**src/rtl/loader_pkg.sv**
```systemverilog
// loader_pkg: shared widths, state encoding and default padding opcode for the computer_4bit loader
package loader_pkg;
  localparam int ADDR_W = 4;
  localparam int INS_W  = 8;
  localparam int DATA_W = 4;
  localparam int WC_W   = 5;
  localparam int CNT_W  = 8;
  localparam logic [INS_W-1:0] HLT_DEFAULT = 8'h0F;
  typedef enum logic [2:0] {IDLE, LOAD, PAD, RELEASE, RUN, DONE} state_e;
endpackage

```
**src/rtl/computer_4bit_cycle_cnt.sv**
```systemverilog
// computer_4bit_cycle_cnt: free-running up-counter with synchronous clear
module computer_4bit_cycle_cnt #(
  parameter int W = 8
) (
  input  logic         clk,
  input  logic         rst,
  input  logic         clr_i,
  output logic [W-1:0] count_o
);
  logic [W-1:0] count_q, count_d;
  always_comb count_d = clr_i ? '0 : count_q + 1'b1;
  always_ff @(posedge clk or negedge rst)
    if (!rst) count_q <= '0;
    else      count_q <= count_d;
  assign count_o = count_q;
endmodule

```
**src/rtl/computer_4bit_loader.sv**
```systemverilog
// computer_4bit_loader: streams host words into computer_4bit, pads with HLT, runs it and captures the result
module computer_4bit_loader
  import loader_pkg::*;
#(
  parameter int               RUN_CYCLES = 32,
  parameter bit               PAD_HLT    = 1'b1,
  parameter logic [INS_W-1:0] HLT_OPCODE = HLT_DEFAULT
) (
  input  logic              clk,
  input  logic              rst,
  input  logic              start,
  input  logic              abort,
  input  logic              host_valid,
  output logic              host_ready,
  input  logic [INS_W-1:0]  host_ins,
  input  logic [DATA_W-1:0] host_data,
  input  logic              host_last,
  output logic              cpu_rst,
  output logic [INS_W-1:0]  cpu_ins,
  output logic [DATA_W-1:0] cpu_d_in,
  output logic [ADDR_W-1:0] cpu_ins_address,
  input  logic [DATA_W-1:0] cpu_d_out,
  input  logic              cpu_zf,
  input  logic              cpu_cf,
  output logic              busy,
  output logic              result_valid,
  output logic [DATA_W-1:0] result_d,
  output logic              result_zf,
  output logic              result_cf,
  output logic [WC_W-1:0]   word_count
);
  state_e            state_q, state_d;
  logic [ADDR_W-1:0] addr_q, addr_d, cpu_addr_q, cpu_addr_d;
  logic [INS_W-1:0]  cpu_ins_q, cpu_ins_d;
  logic [DATA_W-1:0] cpu_d_in_q, cpu_d_in_d, res_d_q, res_d_d;
  logic [WC_W-1:0]   word_count_q, word_count_d;
  logic              cpu_rst_q, cpu_rst_d, res_zf_q, res_zf_d, res_cf_q, res_cf_d;
  logic [CNT_W-1:0]  run_cnt;
  logic              hs, addr_last, run_done, go;

  computer_4bit_cycle_cnt #(.W(CNT_W)) u_run_cnt (
    .clk     (clk),
    .rst     (rst),
    .clr_i   (state_q != RUN),
    .count_o (run_cnt)
  );

  assign hs        = host_valid & host_ready;
  assign addr_last = addr_q == '1;
  assign run_done  = run_cnt == CNT_W'(RUN_CYCLES - 1);
  assign go        = start & ~abort & (state_q == IDLE || state_q == DONE);

  always_ff @(posedge clk or negedge rst)
    if (!rst) state_q <= IDLE;
    else      state_q <= state_d;

  always_comb begin
    state_d = state_q;
    case (state_q)
      IDLE, DONE: if (start) state_d = LOAD;
      LOAD:       if (hs && (host_last || addr_last)) state_d = (PAD_HLT && !addr_last) ? PAD : RELEASE;
      PAD:        if (addr_last) state_d = RELEASE;
      RELEASE:    state_d = RUN;
      RUN:        if (run_done) state_d = DONE;
      default:    state_d = IDLE;
    endcase
    if (abort) state_d = IDLE;
  end

  always_comb begin
    host_ready   = state_q == LOAD && !abort;
    busy         = state_q inside {LOAD, PAD, RELEASE, RUN};
    result_valid = state_q == DONE;
  end

  // Address saturates at 15 so the last slot is never followed by a wrap to 0
  always_comb begin
    addr_d       = addr_q;
    word_count_d = word_count_q;
    cpu_addr_d   = cpu_addr_q;
    cpu_ins_d    = cpu_ins_q;
    cpu_d_in_d   = cpu_d_in_q;
    res_d_d      = res_d_q;
    res_zf_d     = res_zf_q;
    res_cf_d     = res_cf_q;
    if (go) begin
      addr_d       = '0;
      word_count_d = '0;
    end
    if (hs) begin
      cpu_ins_d    = host_ins;
      cpu_d_in_d   = host_data;
      cpu_addr_d   = addr_q;
      word_count_d = word_count_q + 5'd1;
      addr_d       = addr_last ? addr_q : addr_q + 1'b1;
    end
    if (state_q == PAD && !abort) begin
      cpu_ins_d  = HLT_OPCODE;
      cpu_d_in_d = '0;
      cpu_addr_d = addr_q;
      addr_d     = addr_last ? addr_q : addr_q + 1'b1;
    end
    if (state_q == RUN && run_done && !abort) begin
      res_d_d  = cpu_d_out;
      res_zf_d = cpu_zf;
      res_cf_d = cpu_cf;
    end
    cpu_rst_d = state_d != RUN;
  end

  always_ff @(posedge clk or negedge rst)
    if (!rst) begin
      addr_q       <= '0;
      word_count_q <= '0;
      cpu_addr_q   <= '0;
      cpu_ins_q    <= '0;
      cpu_d_in_q   <= '0;
      cpu_rst_q    <= 1'b1;
      res_d_q      <= '0;
      res_zf_q     <= 1'b0;
      res_cf_q     <= 1'b0;
    end else begin
      addr_q       <= addr_d;
      word_count_q <= word_count_d;
      cpu_addr_q   <= cpu_addr_d;
      cpu_ins_q    <= cpu_ins_d;
      cpu_d_in_q   <= cpu_d_in_d;
      cpu_rst_q    <= cpu_rst_d;
      res_d_q      <= res_d_d;
      res_zf_q     <= res_zf_d;
      res_cf_q     <= res_cf_d;
    end

  assign cpu_rst         = cpu_rst_q;
  assign cpu_ins         = cpu_ins_q;
  assign cpu_d_in        = cpu_d_in_q;
  assign cpu_ins_address = cpu_addr_q;
  assign word_count      = word_count_q;
  assign result_d        = res_d_q;
  assign result_zf       = res_zf_q;
  assign result_cf       = res_cf_q;
endmodule

```
**config.mk**
```make
export PLATFORM = sky130hd
export DESIGN_NAME = computer_4bit_loader
export DESIGN_NICKNAME = d
export VERILOG_FILES = /design/src/rtl/loader_pkg.sv /design/src/rtl/computer_4bit_cycle_cnt.sv /design/src/rtl/computer_4bit_loader.sv
export SDC_FILE = /design/constraint.sdc
export NUM_CORES = 1
export LEC_CHECK = 0
export CORE_MARGIN = 2
export CORE_UTILIZATION = 43
export DETAILED_ROUTE_END_ITERATION = 7
export GPL_TIMING_DRIVEN = 0
export PLACE_DENSITY_LB_ADDON = 0.12
export SYNTH_ARGS = -nofsm -noshare
export SYNTH_HDL_FRONTEND = slang
export SYNTH_HIERARCHICAL = 1
export SYNTH_SLANG_ARGS = --single-unit
```
**constraint.sdc**
```tcl
create_clock -name clk -period 1.75 [get_ports clk]
set_clock_uncertainty 0.05 [all_clocks]
set_input_delay 0.35 -clock clk [delete_from_list [all_inputs] [get_ports clk]]
set_output_delay 0.35 -clock clk [all_outputs]
set_load 0.01 [all_outputs]
```
==> impl_metrics.prom <==
# TYPE chip_impl_metric gauge
chip_impl_metric{name="area_growth_syn_to_layout",unit="%"} 55.2
chip_impl_metric{name="power_leakage",unit="nW"} 1.38
chip_impl_metric{name="met2WireLength",unit="mm"} 2.39
chip_impl_metric{name="gpl.final_weighted_congestion",unit=""} 0.759
chip_impl_metric{name="chipHeight",unit="µm"} 72.3
chip_impl_metric{name="combinationalPowerShare",unit="%"} 27.0
chip_impl_metric{name="total_switching_power",unit="µW"} 676
chip_impl_metric{name="final.period_utilization",unit="%"} 105
chip_impl_metric{name="timing.final.hold_violations",unit=""} 0
chip_impl_metric{name="clk-insertion-delay-late",unit="ns"} 0.29
chip_impl_metric{name="synth_fa_ha_area_share",unit="%"} 1.87
chip_impl_metric{name="worst_setup_hold_path_clk_slew",unit="ns"} 0.08
chip_impl_metric{name="synthMuxAreaShare",unit="%"} 8.30
chip_impl_metric{name="postSynthAreaPerCell",unit="µm²"} 11.0
chip_impl_metric{name="drt_pass1_iterations",unit=""} 4
chip_impl_metric{name="synth_compound_gate_area_share",unit="%"} 9.86
chip_impl_metric{name="totalPowerFinal",unit="mW"} 2.58
chip_impl_metric{name="fp.dieArea",unit="µm²"} 5230
chip_impl_metric{name="syn-instance-count",unit=""} 182
chip_impl_metric{name="worst_path_largest_cell_delay",unit="ns"} 0.57
chip_impl_metric{name="clock_sink_count",unit=""} 43
chip_impl_metric{name="post_drt_via_cell_ratio",unit=""} 5.37
chip_impl_metric{name="syn-cell-area",unit="µm²"} 2010
chip_impl_info{name="holdCritPathClass",value="register to register"} 1
chip_impl_metric{name="timing.fmax",unit="GHz"} 0.546
chip_impl_metric{name="synth-xor-area-share",unit="%"} 3.06
chip_impl_metric{name="synthSimpleGateAreaFrac",unit="%"} 21.0
chip_impl_info{name="timing.hold.worst_endpoint",value="cpu_ins[3]"} 1
chip_impl_metric{name="worst-path-max-fanout",unit=""} 6
chip_impl_metric{name="vdd_drop_max",unit="mV"} 0.450
chip_impl_metric{name="reg2reg_depth",unit=""} 4
chip_impl_metric{name="finish.net_count",unit=""} 296
chip_impl_metric{name="post-route-drc-count",unit=""} 0
chip_impl_metric{name="synthesis.nets",unit=""} 209
chip_impl_info{name="regToRegEndpoint",value="result_zf"} 1
chip_impl_info{name="synth_largest_area_cell",value="sky130_fd_sc_hd__dfrtp_1"} 1
chip_impl_metric{name="largest_net_degree_at_the_start_of_global_routing",unit=""} 24
chip_impl_info{name="critical_path.startpoint_type",value="register"} 1
chip_impl_metric{name="grt_pass1_wl",unit="mm"} 7.70
chip_impl_metric{name="fp-row-count",unit=""} 24
chip_impl_metric{name="routed_wl",unit="mm"} 5.05
chip_impl_metric{name="fp.coreArea",unit="µm²"} 4410
chip_impl_metric{name="sw_frac_of_total",unit="%"} 26.1
chip_impl_info{name="cts_tree",value="yes"} 1
chip_impl_metric{name="synth-seq-area-share",unit="%"} 53.7
chip_impl_metric{name="antenna_cells_inserted",unit=""} 0
chip_impl_metric{name="power.internal",unit="mW"} 1.91
chip_impl_metric{name="finalCoreUtilization",unit="%"} 70.5
chip_impl_info{name="cp-end-kind",value="register"} 1
chip_impl_metric{name="timing.critical_path.buf_inv",unit=""} 1
chip_impl_info{name="failed_checks",value="negative setup slack"} 1
chip_impl_metric{name="cts-buffers-inserted",unit=""} 5
chip_impl_metric{name="ant_nets",unit=""} 0
chip_impl_metric{name="nFillCells",unit=""} 318
chip_impl_metric{name="post-route-worst-setup-slack",unit="ns"} -0.0819
chip_impl_metric{name="synth_seq_cells",unit=""} 43
chip_impl_metric{name="hold_depth",unit=""} 2
chip_impl_metric{name="netlist-cell-type-count",unit=""} 38
chip_impl_metric{name="slew_headroom",unit="%"} 64.4
chip_impl_metric{name="routed_wire_length_per_instance",unit="µm"} 15.7
chip_impl_info{name="crit_slowest_cell",value="sky130_fd_sc_hd__or4bb_4"} 1
chip_impl_metric{name="antenna_found_initial",unit=""} 0
chip_impl_metric{name="share_clk_of_total_power",unit="%"} 26.6
chip_impl_metric{name="first_global_vias",unit=""} 1664
chip_impl_metric{name="design.portCount",unit=""} 55
chip_impl_metric{name="dp.final_hpwl",unit="mm"} 3.01
chip_impl_metric{name="port-buffer-count",unit=""} 54
chip_impl_metric{name="power.share.sequential",unit="%"} 46.4
chip_impl_metric{name="timing_max_transition_violations_final",unit=""} 0
chip_impl_metric{name="start_util",unit="%"} 45.4
chip_impl_info{name="synthTopCellsByArea",value="sky130_fd_sc_hd__dfrtp_1 52%, sky130_fd_sc_hd__mux2_2 6.7%, sky130_fd_sc_hd__nand2_1 5.4%, sky130_fd_sc_hd__a21oi_1 3.5%, sky130_fd_sc_hd__nand3_1 3.0%"} 1
chip_impl_metric{name="drt-initial-drc-count",unit=""} 92
chip_impl_metric{name="reg2reg_slack",unit="ns"} -0.08
chip_impl_info{name="cts_root_buffer",value="sky130_fd_sc_hd__clkbuf_8"} 1
chip_impl_info{name="critPathTopFamily",value="simple AND/OR/NAND/NOR gates"} 1
chip_impl_metric{name="setup_violations",unit=""} 10
chip_impl_metric{name="netlist.area_leader.share",unit="%"} 52.4
chip_impl_info{name="outcome",value="complete, but fails checks"} 1
chip_impl_metric{name="finalCriticalPeriod",unit="ns"} 1.83
chip_impl_info{name="worst_r2r_startpoint",value="u_run_cnt/count_o[7]"} 1
chip_impl_info{name="setup_repair_after_global_routing_missed_its_margin",value="true"} 1
chip_impl_metric{name="vias",unit=""} 1728
chip_impl_metric{name="cts-root-to-sink-buffers",unit=""} 2
chip_impl_metric{name="grtUsageTotal",unit="%"} 18.9
chip_impl_metric{name="die_width",unit="µm"} 72.3
chip_impl_metric{name="routed_length_on_met1",unit="mm"} 2.16
chip_impl_metric{name="htree_num_levels",unit=""} 2
chip_impl_metric{name="drive_above_1_share",unit="%"} 29.6
chip_impl_metric{name="cellPowerDensity",unit="nW/µm²"} 830
chip_impl_metric{name="worstMarginPinSlew",unit="ns"} 0.531
chip_impl_info{name="hp-start",value="cpu_ins[3]"} 1
chip_impl_metric{name="worst_ep_arrival_time",unit="ns"} 1.96
chip_impl_info{name="path_class",value="register to register"} 1
chip_impl_metric{name="ys.warnings.count",unit=""} 6
chip_impl_info{name="synth_top_family_by_area",value="simple AND/OR/NAND/NOR gates"} 1
chip_impl_metric{name="tns",unit="ns"} -0.598
chip_impl_metric{name="timing.max_cap.violations",unit=""} 0
chip_impl_info{name="worstPathCellList",value="or4bb_4 > nor4_4 > buf_6 > mux2_4"} 1
chip_impl_metric{name="total_congestion_overflow_after_global_routing",unit=""} 0
chip_impl_info{name="highest-signal-layer",value="met4"} 1
chip_impl_metric{name="cp.required",unit="ns"} 1.88
chip_impl_metric{name="total_length_of_routed_met3_wires",unit="µm"} 357
[worst max-delay path by stage]
stage / to / startpoint / cells past startpoint / slack, ns
after floorplan: result_cf / u_run_cnt/count_o[0] / 3 / -0.1
after global placement: result_cf / rst / 1 / -0.92
after detailed placement: cpu_ins[4] / abort / 6 / -0.57
after CTS: result_zf / u_run_cnt/count_o[6] / 4 / -0.11
after global routing: result_zf / u_run_cnt/count_o[7] / 4 / -0.13
final: result_zf / u_run_cnt/count_o[7] / 4 / -0.08
[power by group through the flow]
stage               Clock (mW)  Combinational (mW)  Sequential (mW)
finish                   0.688               0.697             1.20
global route             0.739               0.748             1.21
floorplan                    0               0.185             1.27
detailed placement           0               0.597             1.21
CTS                      0.705               0.646             1.20
global placement             0               0.583             1.21
[registers in the layout, summed over array words and instances, names as in the netlist]
name	flops
cpu_ins	8
u_run_cnt/count_o	8
word_count	5
addr_q	4
cpu_d_in	4
cpu_ins_address	4
result_d	4
state_q	3
cpu_rst	1
result_cf	1
result_zf	1
[layer usage]
metal,global-route usage [%],up-vias
met1,25.2,837
met3,4.86,12
met4,6.29,0
met5,0,-
li1,-,820
met2,30.1,59
[stage by stage]
stage / cell area, µm² / worst slack, ns / hold WS (ns) / std cells
after CTS: 2930 / -0.111 / 0.456 / 311
after global routing: 3110 / -0.134 / 0.464 / 322
after global placement: 2610 / -0.923 / 0.428 / 288
after detailed placement: 2630 / -0.574 / 0.304 / 289
final: 3110 / -0.0819 / 0.450 / 322
after floorplan: 2010 / -0.0970 / 0.00441 / 182
[cell type report]
class | count | area [µm²] | area share [%]
clock buffer | 8 | 100 | 3.22
sequential | 43 | 1080 | 34.7
tap | 52 | 65.1 | 2.09
buffer | 8 | 75.1 | 2.41
multi-input combinational | 129 | 1020 | 32.8
timing repair buffer | 80 | 764 | 24.6
inverter | 2 | 7.51 | 0.241
[repair_timing]
action	4_1_cts	5_1_grt
setup buffers	12	11
hold buffers	1	0
endpoints found under the setup margin	37	31
gates cloned	1	0
endpoints found under the hold margin	19	0
gates resized for setup	44	22
pin swaps	4	11
[Yosys cell counts]
cell,count
sky130_fd_sc_hd__a21oi_1,14
sky130_fd_sc_hd__and4b_1,1
sky130_fd_sc_hd__nand2b_1,3
sky130_fd_sc_hd__nand3_1,12
sky130_fd_sc_hd__o21ai_0,3
sky130_fd_sc_hd__nor4b_2,1
sky130_fd_sc_hd__mux2_2,12
sky130_fd_sc_hd__buf_2,5
sky130_fd_sc_hd__nor4_4,1
sky130_fd_sc_hd__a2111oi_0,1
sky130_fd_sc_hd__a211oi_4,1
sky130_fd_sc_hd__inv_1,2
sky130_fd_sc_hd__and3b_1,2
sky130_fd_sc_hd__nor2b_1,2
sky130_fd_sc_hd__nand3b_1,2
sky130_fd_sc_hd__nor2_1,7
sky130_fd_sc_hd__nand4b_1,2
sky130_fd_sc_hd__clkbuf_1,3
sky130_fd_sc_hd__a221oi_1,1
sky130_fd_sc_hd__a31o_2,2
sky130_fd_sc_hd__mux2i_1,2
sky130_fd_sc_hd__or3b_4,1
sky130_fd_sc_hd__xor2_1,3
sky130_fd_sc_hd__or4bb_1,1
sky130_fd_sc_hd__and3_1,1
sky130_fd_sc_hd__nor3b_2,1
sky130_fd_sc_hd__a22o_1,3
sky130_fd_sc_hd__dfstp_2,1
sky130_fd_sc_hd__or3_1,4
sky130_fd_sc_hd__nor3_1,4
sky130_fd_sc_hd__nand2_1,29
sky130_fd_sc_hd__a211o_1,1
sky130_fd_sc_hd__nand4_2,1
sky130_fd_sc_hd__dfrtp_1,42
sky130_fd_sc_hd__ha_1,3
sky130_fd_sc_hd__mux2_1,1
sky130_fd_sc_hd__a211oi_1,3
sky130_fd_sc_hd__xnor2_1,4
[worst min-delay path, cell delays in order, from the launching register on]
cell	delay, ns
sky130_fd_sc_hd__dfrtp_1	0.35
sky130_fd_sc_hd__nand2_1	0.05
sky130_fd_sc_hd__nand3_1	0.07
[placed cells by master, fill, tap and decap left out, types with 2 or more instances in the layout]
master                             n
sky130_fd_sc_hd__nor3_2            3
sky130_fd_sc_hd__and3b_1           2
sky130_fd_sc_hd__clkbuf_1          2
sky130_fd_sc_hd__nand3b_1          2
sky130_fd_sc_hd__buf_2             5
sky130_fd_sc_hd__nor2b_1           2
sky130_fd_sc_hd__a22o_1            3
sky130_fd_sc_hd__buf_4            18
sky130_fd_sc_hd__dfrtp_1          40
sky130_fd_sc_hd__nor2_4            2
sky130_fd_sc_hd__mux2i_1           2
sky130_fd_sc_hd__o21ai_0           3
sky130_fd_sc_hd__xor2_1            3
sky130_fd_sc_hd__nand2_1          28
sky130_fd_sc_hd__dlygate4sd2_1     2
sky130_fd_sc_hd__clkdlybuf4s50_1  48
sky130_fd_sc_hd__a21oi_1          14
sky130_fd_sc_hd__clkbuf_8          8
sky130_fd_sc_hd__inv_1             2
sky130_fd_sc_hd__dfrtp_2           2
sky130_fd_sc_hd__xnor2_1           3
sky130_fd_sc_hd__a211oi_1          2
sky130_fd_sc_hd__mux2_2            2
sky130_fd_sc_hd__or3_1             4
sky130_fd_sc_hd__buf_6             9
sky130_fd_sc_hd__a31o_2            2
sky130_fd_sc_hd__nor2_1            5
sky130_fd_sc_hd__ha_1              2
sky130_fd_sc_hd__nand4b_1          2
sky130_fd_sc_hd__mux2_4           11
sky130_fd_sc_hd__nand3_1          12
[cells by family after synthesis]
logic type,count (synthesis)
and+or+nand+nor,75
DFF,43
AOI/OAI and AO/OA,29
muxes,15
buffers and inverters,10
xor gates and xnor gates,7
adders and majority gates,3
Power figures use the tool's default switching activity.
